## config.mk

```make
export PLATFORM = sky130hd
export DESIGN_NAME = button_event_scheduler_flat
export DESIGN_NICKNAME = d
export VERILOG_FILES = /design/src/rtl/button_event_scheduler_pkg.sv /design/src/rtl/button_event_scheduler_if.sv /design/src/rtl/button_event_scheduler_rr_pick.sv /design/src/rtl/button_event_scheduler.sv /design/src/flat_wrapper.sv
export SDC_FILE = /design/constraint.sdc
export NUM_CORES = 1
export LEC_CHECK = 0
export ABC_AREA = 1
export CORE_MARGIN = 1.5
export CORE_UTILIZATION = 52
export CTS_BUF_LIST = sky130_fd_sc_hd__clkbuf_8
export DETAILED_ROUTE_END_ITERATION = 10
export GPL_TIMING_DRIVEN = 0
export PLACE_DENSITY = 0.86
export SYNTH_ARGS = -nofsm -noshare
export SYNTH_HDL_FRONTEND = slang
export SYNTH_SLANG_ARGS = --single-unit
```

## constraint.sdc

```tcl
create_clock -name clk -period 2 [get_ports clk]
set_clock_uncertainty 0.1 [all_clocks]
set_input_delay 0.4 -clock clk [delete_from_list [all_inputs] [get_ports clk]]
set_output_delay 0.4 -clock clk [all_outputs]
set_load 0.01 [all_outputs]
```

## src/rtl/button_event_scheduler_pkg.sv

```systemverilog
// Shared definitions for the button event scheduler.
//   state_e            : offer FSM state (S_IDLE, S_OFFER)
//   DEF_NUM_REQ        : default requester count
//   DEF_HOLDOFF_CYCLES : default per-requester lockout length
//   id_width()         : width of a requester index
package button_event_scheduler_pkg;

    typedef enum logic [0:0] {
        S_IDLE  = 1'b0,
        S_OFFER = 1'b1
    } state_e;

    localparam int unsigned DEF_NUM_REQ        = 4;
    localparam int unsigned DEF_HOLDOFF_CYCLES = 16;

    // Never returns 0 so index vectors stay legal for degenerate counts.
    function automatic int unsigned id_width(input int unsigned n);
        return (n <= 1) ? 1 : $clog2(n);
    endfunction

endpackage

```

## src/rtl/button_event_scheduler_if.sv

```systemverilog
// Event handshake between the scheduler and its consumer.
//   ev_valid : an event is offered on ev_id
//   ev_id    : index of the offered requester
//   ev_ready : consumer accepts the event
// Modports: master (scheduler side), slave (consumer side).
interface button_event_scheduler_if
    import button_event_scheduler_pkg::*;
#(
    parameter int unsigned NUM_REQ = DEF_NUM_REQ
);

    localparam int unsigned IdW = id_width(NUM_REQ);

    logic           ev_valid;
    logic [IdW-1:0] ev_id;
    logic           ev_ready;

    modport master (
        output ev_valid,
        output ev_id,
        input  ev_ready
    );

    modport slave (
        input  ev_valid,
        input  ev_id,
        output ev_ready
    );

endinterface

```

## src/rtl/button_event_scheduler_rr_pick.sv

```systemverilog
// Combinational round-robin search.
//   req_i     : request vector, bit i = requester i
//   ptr_i     : index where the search starts
//   grant_o   : first requesting index at or after ptr_i (wrapping)
//   any_req_o : at least one request bit is set
module button_event_scheduler_rr_pick
    import button_event_scheduler_pkg::*;
#(
    parameter int unsigned NUM_REQ = DEF_NUM_REQ,
    localparam int unsigned IdW = id_width(NUM_REQ)
) (
    input  logic [NUM_REQ-1:0] req_i,
    input  logic [IdW-1:0]     ptr_i,
    output logic [IdW-1:0]     grant_o,
    output logic               any_req_o
);

    logic [IdW-1:0] idx;

    always_comb begin
        grant_o   = '0;
        any_req_o = 1'b0;
        idx       = '0;
        for (int unsigned off = 0; off < NUM_REQ; off++) begin
            idx = IdW'((32'(ptr_i) + off) % NUM_REQ);
            if (!any_req_o && req_i[idx]) begin
                any_req_o = 1'b1;
                grant_o   = idx;
            end
        end
    end

endmodule

```

## src/rtl/button_event_scheduler.sv

```systemverilog
// Collects one-cycle button press pulses and serves them one at a time over
// a valid/ready event port in round-robin order.
//   clk      : clock, all state on rising edge
//   rst      : synchronous active-high reset
//   pulse_in : press pulses, bit i = requester i
//   ev       : event handshake (master modport)
//   overrun  : sticky, bit i = a press on requester i was lost
//   busy     : any press pending or an event on offer
// Build option: define BTN_HOLDOFF_EN to lock a requester out for
// HOLDOFF_CYCLES cycles after each grant.
module button_event_scheduler
    import button_event_scheduler_pkg::*;
#(
    parameter int unsigned NUM_REQ        = DEF_NUM_REQ,
    parameter int unsigned HOLDOFF_CYCLES = DEF_HOLDOFF_CYCLES
) (
    input  logic                      clk,
    input  logic                      rst,
    input  logic [NUM_REQ-1:0]        pulse_in,
    button_event_scheduler_if.master  ev,
    output logic [NUM_REQ-1:0]        overrun,
    output logic                      busy
);

    localparam int unsigned IdW = id_width(NUM_REQ);

    if (NUM_REQ < 2 || NUM_REQ > 8) begin : g_bad_num_req
        $error("NUM_REQ must be in 2..8");
    end
    if (HOLDOFF_CYCLES < 1 || HOLDOFF_CYCLES > 255) begin : g_bad_holdoff
        $error("HOLDOFF_CYCLES must be in 1..255");
    end

    state_e             state_q, state_d;
    logic [IdW-1:0]     ev_id_q, ev_id_d;
    logic [IdW-1:0]     ptr_q, ptr_d;
    logic [NUM_REQ-1:0] pending_q, pending_d;
    logic [NUM_REQ-1:0] overrun_q, overrun_d;

    logic [IdW-1:0]     grant;
    logic               any_req;
    logic               do_grant;
    logic [NUM_REQ-1:0] clear_mask;
    logic [NUM_REQ-1:0] lockout;
    logic [NUM_REQ-1:0] accept;

    button_event_scheduler_rr_pick #(
        .NUM_REQ (NUM_REQ)
    ) u_rr_pick (
        .req_i     (pending_q),
        .ptr_i     (ptr_q),
        .grant_o   (grant),
        .any_req_o (any_req)
    );

    // Offer FSM
    always_comb begin
        state_d  = state_q;
        ev_id_d  = ev_id_q;
        ptr_d    = ptr_q;
        do_grant = 1'b0;
        unique case (state_q)
            S_IDLE: begin
                if (any_req) begin
                    do_grant = 1'b1;
                    ev_id_d  = grant;
                    ptr_d    = (grant == IdW'(NUM_REQ - 1)) ? '0 : grant + 1'b1;
                    state_d  = S_OFFER;
                end
            end
            S_OFFER: begin
                if (ev.ev_ready) begin
                    state_d = S_IDLE;
                end
            end
        endcase
    end

    always_comb begin
        clear_mask = '0;
        if (do_grant) begin
            clear_mask[grant] = 1'b1;
        end
    end

    // A new press on the clearing edge re-arms the bit (set wins); a press on
    // a bit that stays pending is lost and flagged.
    always_comb begin
        accept    = pulse_in & ~lockout;
        pending_d = (pending_q & ~clear_mask) | accept;
        overrun_d = overrun_q | (accept & pending_q & ~clear_mask);
    end

`ifdef BTN_HOLDOFF_EN
    logic [7:0] holdoff_q [NUM_REQ];
    logic [7:0] holdoff_d [NUM_REQ];

    // Counter loads on the grant edge, so a press on that edge is still seen.
    always_comb begin
        for (int i = 0; i < NUM_REQ; i++) begin
            lockout[i]   = (holdoff_q[i] != 8'd0);
            holdoff_d[i] = holdoff_q[i];
            if (clear_mask[i]) begin
                holdoff_d[i] = 8'(HOLDOFF_CYCLES);
            end else if (holdoff_q[i] != 8'd0) begin
                holdoff_d[i] = holdoff_q[i] - 8'd1;
            end
        end
    end

    always_ff @(posedge clk) begin
        for (int i = 0; i < NUM_REQ; i++) begin
            if (rst) begin
                holdoff_q[i] <= 8'd0;
            end else begin
                holdoff_q[i] <= holdoff_d[i];
            end
        end
    end
`else
    assign lockout = '0;
`endif

    always_ff @(posedge clk) begin
        if (rst) begin
            state_q   <= S_IDLE;
            ev_id_q   <= '0;
            ptr_q     <= '0;
            pending_q <= '0;
            overrun_q <= '0;
        end else begin
            state_q   <= state_d;
            ev_id_q   <= ev_id_d;
            ptr_q     <= ptr_d;
            pending_q <= pending_d;
            overrun_q <= overrun_d;
        end
    end

    assign ev.ev_valid = (state_q == S_OFFER);
    assign ev.ev_id    = ev_id_q;
    assign overrun     = overrun_q;
    assign busy        = (|pending_q) | (state_q == S_OFFER);

endmodule

```

## src/flat_wrapper.sv

```systemverilog
// flat-port wrapper written by rule: the top's interface ports become plain ports
module button_event_scheduler_flat import button_event_scheduler_pkg::*;
#(
    parameter int unsigned NUM_REQ        = DEF_NUM_REQ,
    parameter int unsigned HOLDOFF_CYCLES = DEF_HOLDOFF_CYCLES
)
  (clk, rst, pulse_in, overrun, busy, ev_ev_valid, ev_ev_id, ev_ev_ready);
  button_event_scheduler_if #(.NUM_REQ(NUM_REQ)) ev_i ();
  input  logic clk;
  input  logic rst;
  input  logic [NUM_REQ-1:0] pulse_in;
  output logic [NUM_REQ-1:0] overrun;
  output logic busy;
  output wire logic [$bits(ev_i.ev_valid)-1:0] ev_ev_valid;
  output wire logic [$bits(ev_i.ev_id)-1:0] ev_ev_id;
  input wire logic [$bits(ev_i.ev_ready)-1:0] ev_ev_ready;
  assign ev_ev_valid = ev_i.ev_valid;
  assign ev_ev_id = ev_i.ev_id;
  assign ev_i.ev_ready = ev_ev_ready;
  button_event_scheduler #(.NUM_REQ(NUM_REQ), .HOLDOFF_CYCLES(HOLDOFF_CYCLES)) u_core (.clk(clk), .rst(rst), .pulse_in(pulse_in), .ev(ev_i), .overrun(overrun), .busy(busy));
endmodule
```

-- Yosys cells after proc, flatten, opt, wreduce, memory -nomap -nowiden
Cells that the tools add are included.
- output and inout bits: 8
- input bits: 7
- register bits after elaboration: 13
- logic and storage cells: 57
- $lt $le $gt $ge: 6
- bitwise operators: 8
- add/subtract/negate cells: 4
- reduce and logical (&&, ||, !) cells: 9
- eq/ne operators: 1
- multiplexer cells: 24
- operators by type and width (kind ; number):
    < comparator 2 x 3 -> 1 bit (second input constant) ; 5
    bitwise AND 4 bit ; 3
    2-to-1 mux 1 bit ; 12
    2-to-1 mux 2 bit ; 5
    binary-select mux 1 bit (select 2 bit) ; 4
    OR 4 bit ; 2
    adder 2 x 1 -> 2 bit (second input constant) ; 2
    adder 2 bit (second input constant) ; 2
    logical AND 1 bit ; 4
    2-to-1 mux 4 bit ; 1
    inverter 4 bit ; 1
    OR reduction 4 bit ; 1
    zero test 1 bit ; 3
    demux 1 bit (select 2 bit) ; 1
    == test 2 bit (second input constant) ; 1
    greater-or-equal comparator 2 x 1 -> 1 bit (second input constant) ; 1
    case mux 1 bit (2 select lines) ; 1
    AND reduction 2 bit ; 1
    inverter 1 bit ; 1
    OR 1 bit ; 1

-- Depth between registers and ports, before layout
Gate-level depths: netlist of run 1.
- depth in word-level cells: 20
- mapped depth: 17
- depth with buffers taken out: 16

-- Cells and area by module
A second synthesis of run 1 with hierarchy kept.
- cells, all modules: 137
- area total of the unflattened synthesis: 894.6 um2
- modules (own cells, without submodules) (module ; cells an instance ; instances ; area an instance (um2) ; sequential area each (um2)):
    button_event_scheduler ; 78 ; 1 ; 575.6 ; 260.2
    button_event_scheduler_rr_pick ; 59 ; 1 ; 319.1 ; 0.0

-- Worst setup path after synthesis of run 1
Ideal clock, no wire load.
- kind: register -> register
- from: register u_core.ptr_q[0]
- to: register u_core.ptr_q[1]
- clock period less this slack: 1.760 ns
- stages on the path, launching flop included: 14
- library setup time: 0.120 ns
- setup slack: 0.240 ns
- buffers on the path: 1
- arrival time: 1.539 ns
- required time: 1.780 ns
- cells stage by stage: dfxtp_1 buf_6 inv_8 nand2_1 nand3_1 nand2_4 inv_1 nand2_1 nand2_1 nand3_1 inv_1 ha_1 o21ai_0 a21oi_1
- word-level cells in the longest chain between the ends: 14
- elaborated cells between the ends (all ways): 29
- those cells by class: add/sub (4); eq/ne (1); mux (17); reduce/logical (7)
- ends and longest elaborated chain (item ; line ; RTL):
    start: declaration ; button_event_scheduler.sv:36 ; logic [IdW-1:0] ptr_q, ptr_d;
    start signal: assignment ; button_event_scheduler.sv:134 ; ptr_q <= ptr_d;
    branches (longest 11 deep; another with adder 2 x 1 -> 2 bit) ; - ;
    2-to-1 mux 2 bit (*) ; button_event_scheduler_rr_pick.sv:26 ; if (!any_req_o && req_i[idx]) begin
    named net u_core.grant[0] ; button_event_scheduler.sv:40 ; logic [IdW-1:0] grant;
    adder 2 x 1 -> 2 bit / == test 2 bit (equally long branches) ; button_event_scheduler.sv:67 ; ptr_d = (grant == IdW'(NUM_REQ - 1)) ? '0 : grant + 1'b1;
    2-to-1 mux 2 bit (*) ; button_event_scheduler.sv:67 ;
Mark *: on every way through the listed nets, which the timed path passes. The select of a mux whose other input is x is not followed.
A chain may end at the register's enable or synchronous reset.

-- Worst setup path in the final report of run 1
- from: register u_core.ptr_q[0]
- to: register u_core.pending_q[2]
- word-level cells in the longest chain between the ends: 20
- elaborated cells between the ends (all ways): 36
- those cells by class: add/sub (3); order compare (2); mux (21); bitwise (3); reduce/logical (7)
- ends and longest elaborated chain (item ; line ; RTL):
    branches (longest 11 deep; another with adder 2 x 1 -> 2 bit) ; - ;
    2-to-1 mux 2 bit (*) ; button_event_scheduler_rr_pick.sv:26 ;
    named net u_core.grant[1] ; button_event_scheduler.sv:40 ;
    < comparator 2 x 3 -> 1 bit (implied by the code) / greater-or-equal comparator 2 x 1 -> 1 bit (equally long branches) ; button_event_scheduler.sv:82 ; clear_mask[grant] = 1'b1;
    logical AND 1 bit (implied by the code) ; button_event_scheduler.sv:82 ;
    2-to-1 mux 1 bit (implied by the code) ; button_event_scheduler.sv:82 ;
    demux 1 bit (select 2 bit) (*) ; - ;
    2-to-1 mux 4 bit (*) ; button_event_scheduler.sv:81 ; if (do_grant) begin
    inverter 4 bit (*) ; button_event_scheduler.sv:90 ; pending_d = (pending_q & ~clear_mask) | accept;
    bitwise AND 4 bit (*) ; button_event_scheduler.sv:90 ;
    OR 4 bit (*) ; button_event_scheduler.sv:90 ;
    end signal: assignment ; button_event_scheduler.sv:135 ; pending_q <= pending_d;
    end: declaration ; button_event_scheduler.sv:37 ; logic [NUM_REQ-1:0] pending_q, pending_d;
Marks and branches as above.

==> results of run 1 <==
==> where the power goes <==
group,internal (mW),switching [mW],leakage (nW)
clock,0.135,0.0944,0.0269
sequential,0.328,0.0569,0.109
combinational,0.520,0.777,0.411
==> final timing paths <==
path	from	end	depth (start not counted)
setup / recovery	u_core.ptr_q[0]	u_core.pending_q[2]	17
hold / removal	u_core.overrun[3]	u_core.overrun[3]	2
setup reg to reg	u_core.ptr_q[0]	u_core.pending_q[2]	17
hold reg to reg	u_core.overrun[3]	u_core.overrun[3]	2
==> registers in the layout (all words and copies together), names as in the netlist <==
signal	count
u_core.ev.ev_id	2
u_core.pending_q	4
u_core.overrun	4
u_core.ptr_q	2
u_core.ev.ev_valid	1
==> logic make-up (layout without fill, tap and decap cells) <==
kind of cell | count (synthesis) | after routing | share of synthesized area
flip-flops | 13 | 13 | 0.331
adder cells (fa/ha/maj) | 4 | 4 | 0.0637
AO/OA/AOI/OAI | 12 | 12 | 0.0844
buffers and inverters | 19 | 43 | 0.110
AND/OR/NAND/NOR | 66 | 66 | 0.411
==> routing by layer <==
| metal | vias up | GRT usage | wire length, um |
|---|---|---|---|
| met5 | - | 0 | 0 |
| met4 | 0 | 0.0581 | 107 |
| met3 | 17 | 0.0261 | 78 |
| met2 | 45 | 0.381 | 1190 |
| met1 | 399 | 0.256 | 1010 |
| li1 | 402 | - | - |
==> worst max-delay path: cells and delay by family, from the launching register on <==
kind / cells / cell delay (ns)
adder cells (fa/ha/maj): 1 / 0.13
buffers and inverters: 4 / 0.33
AND/OR/NAND/NOR: 12 / 1.00
flip-flops: 1 / 0.32
==> cells in the mapped netlist <==
master    instances
a21oi_1           7
a21oi_2           1
a31oi_1           2
buf_6             1
clkbuf_1          1
dfxtp_1          13
ha_1              4
inv_1            15
inv_2             1
inv_8             1
nand2_1          30
nand2_2           6
nand2_4           3
nand3_1           8
nand3_2           2
nand4_1           2
nor2_1           13
nor2_4            1
o21ai_0           2
or2_2             1
==> area by class of cell <==
| cell class | count | area [um2] |
|---|---|---|
| multi-input cells | 82 | 552 |
| flip-flops and latches | 13 | 265 |
| fillers | 76 | 196 |
| repair buffers | 20 | 184 |
| inverters | 17 | 73.8 |
| clock buffers | 3 | 41.3 |
| well taps | 15 | 18.8 |
| plain buffers | 2 | 15.0 |
| clock inverters | 1 | 3.75 |
==> through the flow <==
| step | cell area (um2) | setup WS, ns |
|---|---|---|
| after global placement | 945 | 0.112 |
| after detailed placement | 945 | 0.00500 |
| after global routing | 1150 | -0.167 |
| after floorplan | 786 | 0.240 |
| after CTS | 996 | 0.0391 |
| final | 1150 | -0.0372 |
==> cell usage in the layout, fill, tap and decap left out, types with 2 or more instances in the layout <==
master and n:
nand2_1 22, clkdlybuf4s50_1 13, nor2_1 12, inv_1 11
nand2_2 11, dfxtp_1 11, nand2_4 6, nand3_2 6
buf_4 6, inv_2 5, a21oi_2 4, a21oi_1 4
nand3_1 3, clkbuf_8 3, nand4_1 2, a31oi_1 2
ha_4 2
==> what timing repair did <==
| action | in CTS | in global routing |
|---|---|---|
| pin swaps | 1 | 17 |
| setup buffers | 1 | 5 |
| gates resized for setup | 2 | 36 |
| hold endpoints to repair | 0 | 0 |
| setup endpoints to repair | 2 | 9 |
| cloned | 0 | 0 |
==> results.cfg, run 1 <==
[run_status]
run_status = finished, violations left
violations = setup timing

[placed_design]
dp.cells = 143
gp_congestion = 0.832
portBuffers = 14
hpwl_um = 1300

[critical_path]
critPathSlowestCell = dfxtp_2
cpPeakStageDelay_ns = 0.32
cp_max_fo = 8
end_kind = flip-flop
crit_required_ns = 2.01
crit_chain = buf_6, inv_8, nand2_2, nand2_2, nand2_4, nand2_4, nor2_4, nand3_2, nand3_2, nand2_4, inv_4, ha_4, nand2_2, nand2_2, inv_2, nor2_1, nor2_1
r2r_setup_slack_ns = -0.04
cpMostUsedCell = nand2_2
cp.arrival_ns = 2.04
critPathLaunchType = flip-flop
crit_type = flip-flop to flip-flop

[cts]
cts_buffers = 3
ctsHoldBuffers = 0
htreeDepth = 1
clk_pin_slew_worst_paths_ns = 0.06
cts_buffer_depth = 2
tritoncts = built
cts.sinks = 13
clkLatencyLatePin_ns = 0.24
cts-root-buf = clkbuf_8

[global_routing]
grt_pass1_vias = 700
grt_pass1_wl_um = 2900
grt_max_degree = 11
grt_antenna_before_repair = 0
grt_overflow_total = 0
track_usage = 0.210

[logic_synthesis]
ys_ff_latch = 13
yosys.area.top_type_share = 0.331
ys_warn_count = 0
synth_fp_nets = 125
ys_seq_area_frac = 0.331
synthesis.instances = 114
netlist_area_um2 = 786
synth_area_per_cell_um2 = 6.89
synth_area_leaders = dfxtp_1 (33%), nand2_1 (14%), inv_1 (7.2%), ha_1 (6.4%), nor2_1 (6.2%)
yosysUniqueCellTypes = 20
yosysTopAreaCell = dfxtp_1

[floorplan]
initial_utilization = 0.582
io_pins = 15
die-height_um = 41.9
rows = 13
fp.dieW_um = 41.9
core_area_um2 = 1350
die-area_um2 = 1750

[sta]
worstMarginPinSlew_ns = 0.470
slew_viol_final = 0
clock.fmax_mhz = 491
finalCriticalPeriod_ns = 2.04
setup_ws_ns = -0.0372
hold_viol_final = 0
fin_crit_sh = 1.02
maxSlewHeadroom = 0.687
rsz0062_at_grt = yes
setup_viol = 3
setup-tns-final_ns = -0.0518
hold_ws_ns = 0.374

[finish]
area_delta_synth_final_pct = 46.8
diodes = 0
final_util = 0.854
layout-drive-gt1-share = 0.391
finalNetCount = 150
fin_cells = 153

[power]
p_per_area_nw_per_um2 = 1660
fin_total_pwr_mw = 1.91
ir_drop_mv = 1.08
leakage_nw = 0.547

[drt]
ant_nets = 0
viasPerCell = 5.64
wl_um = 2390
drc = 0
vias = 863
drt-initial-drc-count = 35
drtPass1Iterations = 4
routedWlPerCell_um = 15.6

[min_path]
min_path_type = flip-flop to flip-flop

[flow_run]
max_cap_viol_count = 0
Note: power is estimated with default switching activity, not from simulation.
==> run 2, diff against run 1 <==
--- a/config.mk
+++ b/config.mk
@@ -12,6 +12,7 @@
 export DETAILED_ROUTE_END_ITERATION = 10
 export GPL_TIMING_DRIVEN = 0
 export PLACE_DENSITY = 0.86
+export SETUP_SLACK_MARGIN = 0.15
 export SYNTH_ARGS = -nofsm -noshare
 export SYNTH_HDL_FRONTEND = slang
 export SYNTH_SLANG_ARGS = --single-unit
==> results.cfg, run 2 (same netlist as run 1, synthesis figures left out) <==
[critical_path]
r2r-start = u_core.ptr_q[0]
r2r_setup_slack_ns = -0.08
critPathLaunchType = flip-flop
crit_type = flip-flop to flip-flop
reg2regPathDepth = 16
cpPeakStageDelay_ns = 0.32
critPathSlowestCell = dfxtp_2
crit_chain = buf_8, inv_8, nand2_1, nand3_1, nand2_2, nand3_2, nand2_1, nand2_2, nand3_4, inv_2, ha_4, nand2_1, nand2_1, inv_2, nor2_1, nor2_1
cp_max_fo = 8
r2r_end = u_core.pending_q[1]
cp.arrival_ns = 2.10
cpMostUsedCell = nand2_1
crit_family = simple AND/OR/NAND/NOR gates
end_kind = flip-flop
crit_required_ns = 2.01
crit_buf_inv = 4

[run_status]
run_status = finished, violations left
violations = setup timing

[cts]
clk_pin_slew_worst_paths_ns = 0.06
clkLatencyLatePin_ns = 0.25
cts_buffers = 3
ctsHoldBuffers = 0
htreeDepth = 1
cts-root-buf = clkbuf_8
tritoncts = built
cts.sinks = 13
cts_buffer_depth = 2

[drt]
vias = 895
ant_nets = 0
wl_um = 2750
drtPass1Iterations = 4
drt-initial-drc-count = 32
routedWlPerCell_um = 17.9
drc = 0
viasPerCell = 5.85

[global_routing]
grt_overflow_total = 0
grt_antenna_before_repair = 0
grt_pass1_vias = 718
met3_usage = 0.0304
grt_pass1_wl_um = 3060
busiest_layer = met2
grt_max_degree = 11
track_usage = 0.223
grtUsageMet1 = 0.275
met2_usage = 0.381

[finish]
final_util = 0.866
multi_input_area_um2 = 558
n_fill_cell = 67
layout-drive-gt1-share = 0.399
area_delta_synth_final_pct = 48.7
diodes = 0
finalNetCount = 150
layout_commonest_cell = nand2_1
final_cell_mix = nand2_1 (22), nor2_1 (13), clkdlybuf4s50_1 (13)
finalInstanceArea_um2 = 1170
regArea_um2 = 268

[sta]
maxSlewHeadroom = 0.690
clock.fmax_mhz = 480
setup-tns-final_ns = -0.371
worstMarginPinSlew_ns = 0.465
rsz0062_at_grt = yes
hold_ws_ns = 0.388
setup_viol = 8
finalCriticalPeriod_ns = 2.08
fin_crit_sh = 1.04
setup_ws_ns = -0.0816
hold_viol_final = 0
slew_viol_final = 0

[power]
power_frac_seq = 0.191
fin_total_pwr_mw = 2.04
pwr-share-comb = 0.693
leakage_nw = 0.559
clockPowerShare = 0.116
p_int_mw = 1.04
power.share.switching = 0.489
p_per_area_nw_per_um2 = 1750
ir_drop_mv = 1.18
power.switching_mw = 0.997

[min_path]
min_path_type = flip-flop to flip-flop
hp-start = u_core.overrun[3]
holdPathEnd = u_core.overrun[3]
whs_path_depth = 2

[floorplan]
rows = 13
io_pins = 15
core_area_um2 = 1350
initial_utilization = 0.582
die-height_um = 41.9
die-area_um2 = 1750
fp.dieW_um = 41.9

[placed_design]
placed_cell_area_um2 = 945
portBuffers = 14
hpwl_um = 1300
gp_congestion = 0.832

[flow_run]
max_cap_viol_count = 0
## run 2: cell types whose count changed in the layout (fill, tap and decap cells not counted), sizes merged
cell           previous run  this run
dlygate4sd2               1         0
clkdlybuf4s15             0         1
## run 2: worst max-delay path by stage
| stage | start | end | slack, ns | depth (start not counted) |
|---|---|---|---|---|
| 6_report | u_core.ptr_q[0] | u_core.pending_q[1] | -0.08 | 16 |
| 5_1_grt | u_core.ptr_q[0] | u_core.pending_q[1] | -0.15 | 16 |
| 4_1_cts | u_core.ptr_q[0] | u_core.overrun[2] | 0.1 | 17 |
| 3_5_place_dp | u_core.ptr_q[0] | u_core.ptr_q[1] | 0.005 | 11 |
| 3_3_place_gp | u_core.ptr_q[0] | u_core.overrun[1] | 0.11 | 15 |
| 2_1_floorplan | u_core.ptr_q[0] | u_core.ptr_q[1] | 0.24 | 13 |
## run 2: per-stage QoR
step / setup WS, ns / std cells
2_1_floorplan: 0.240 / 114
5_1_grt: -0.150 / 153
3_3_place_gp: 0.112 / 143
4_1_cts: 0.0971 / 150
6_report: -0.0816 / 153
3_5_place_dp: 0.00500 / 143
## run 2: final cells by class
type                       count  area share
buffer                         2      0.0161
multi-input combinational     82       0.478
inverter                      17      0.0610
sequential                    13       0.229
timing repair buffer          20       0.162
tap                           15      0.0161
clock buffer                   3      0.0353
clock inverter                 1     0.00321
## run 2: metal layers
metal / up-vias / routed length [um] / share of wire
met5: - / 0 / 0
met4: 0 / 78 / 0.028
met3: 14 / 145 / 0.053
met2: 54 / 1390 / 0.50
met1: 423 / 1140 / 0.41
li1: 404 / - / -
## run 2: power by group through the flow
| stage | clock network (mW) | logic (mW) | registers (mW) |
|---|---|---|---|
| global placement | 0 | 0.820 | 0.363 |
| detailed placement | 0 | 0.867 | 0.364 |
| CTS | 0.227 | 0.996 | 0.369 |
| finish | 0.236 | 1.41 | 0.389 |
| floorplan | 0 | 0.636 | 0.374 |
| global route | 0.242 | 1.47 | 0.393 |
## run 2: what timing repair did
item                       in CTS  in global routing
resized for setup              14                 28
setup endpoints to repair       8                 10
setup buffers                   3                  3
pin swaps                       5                 11
## run 2: tightest hold or removal path, cell delays in order (launching register included)
cell,delay (ns)
dfxtp_1,0.33
a31oi_1,0.05
nor2_1,0.08
==> run 3, diff against run 2 <==
--- a/config.mk
+++ b/config.mk
@@ -13,6 +13,7 @@
 export GPL_TIMING_DRIVEN = 0
 export PLACE_DENSITY = 0.86
 export SETUP_SLACK_MARGIN = 0.15
+export SLEW_MARGIN = 5
 export SYNTH_ARGS = -nofsm -noshare
 export SYNTH_HDL_FRONTEND = slang
 export SYNTH_SLANG_ARGS = --single-unit
==> results of run 3 <==
Final layout, timing and power as in run 2 (identical DEF).
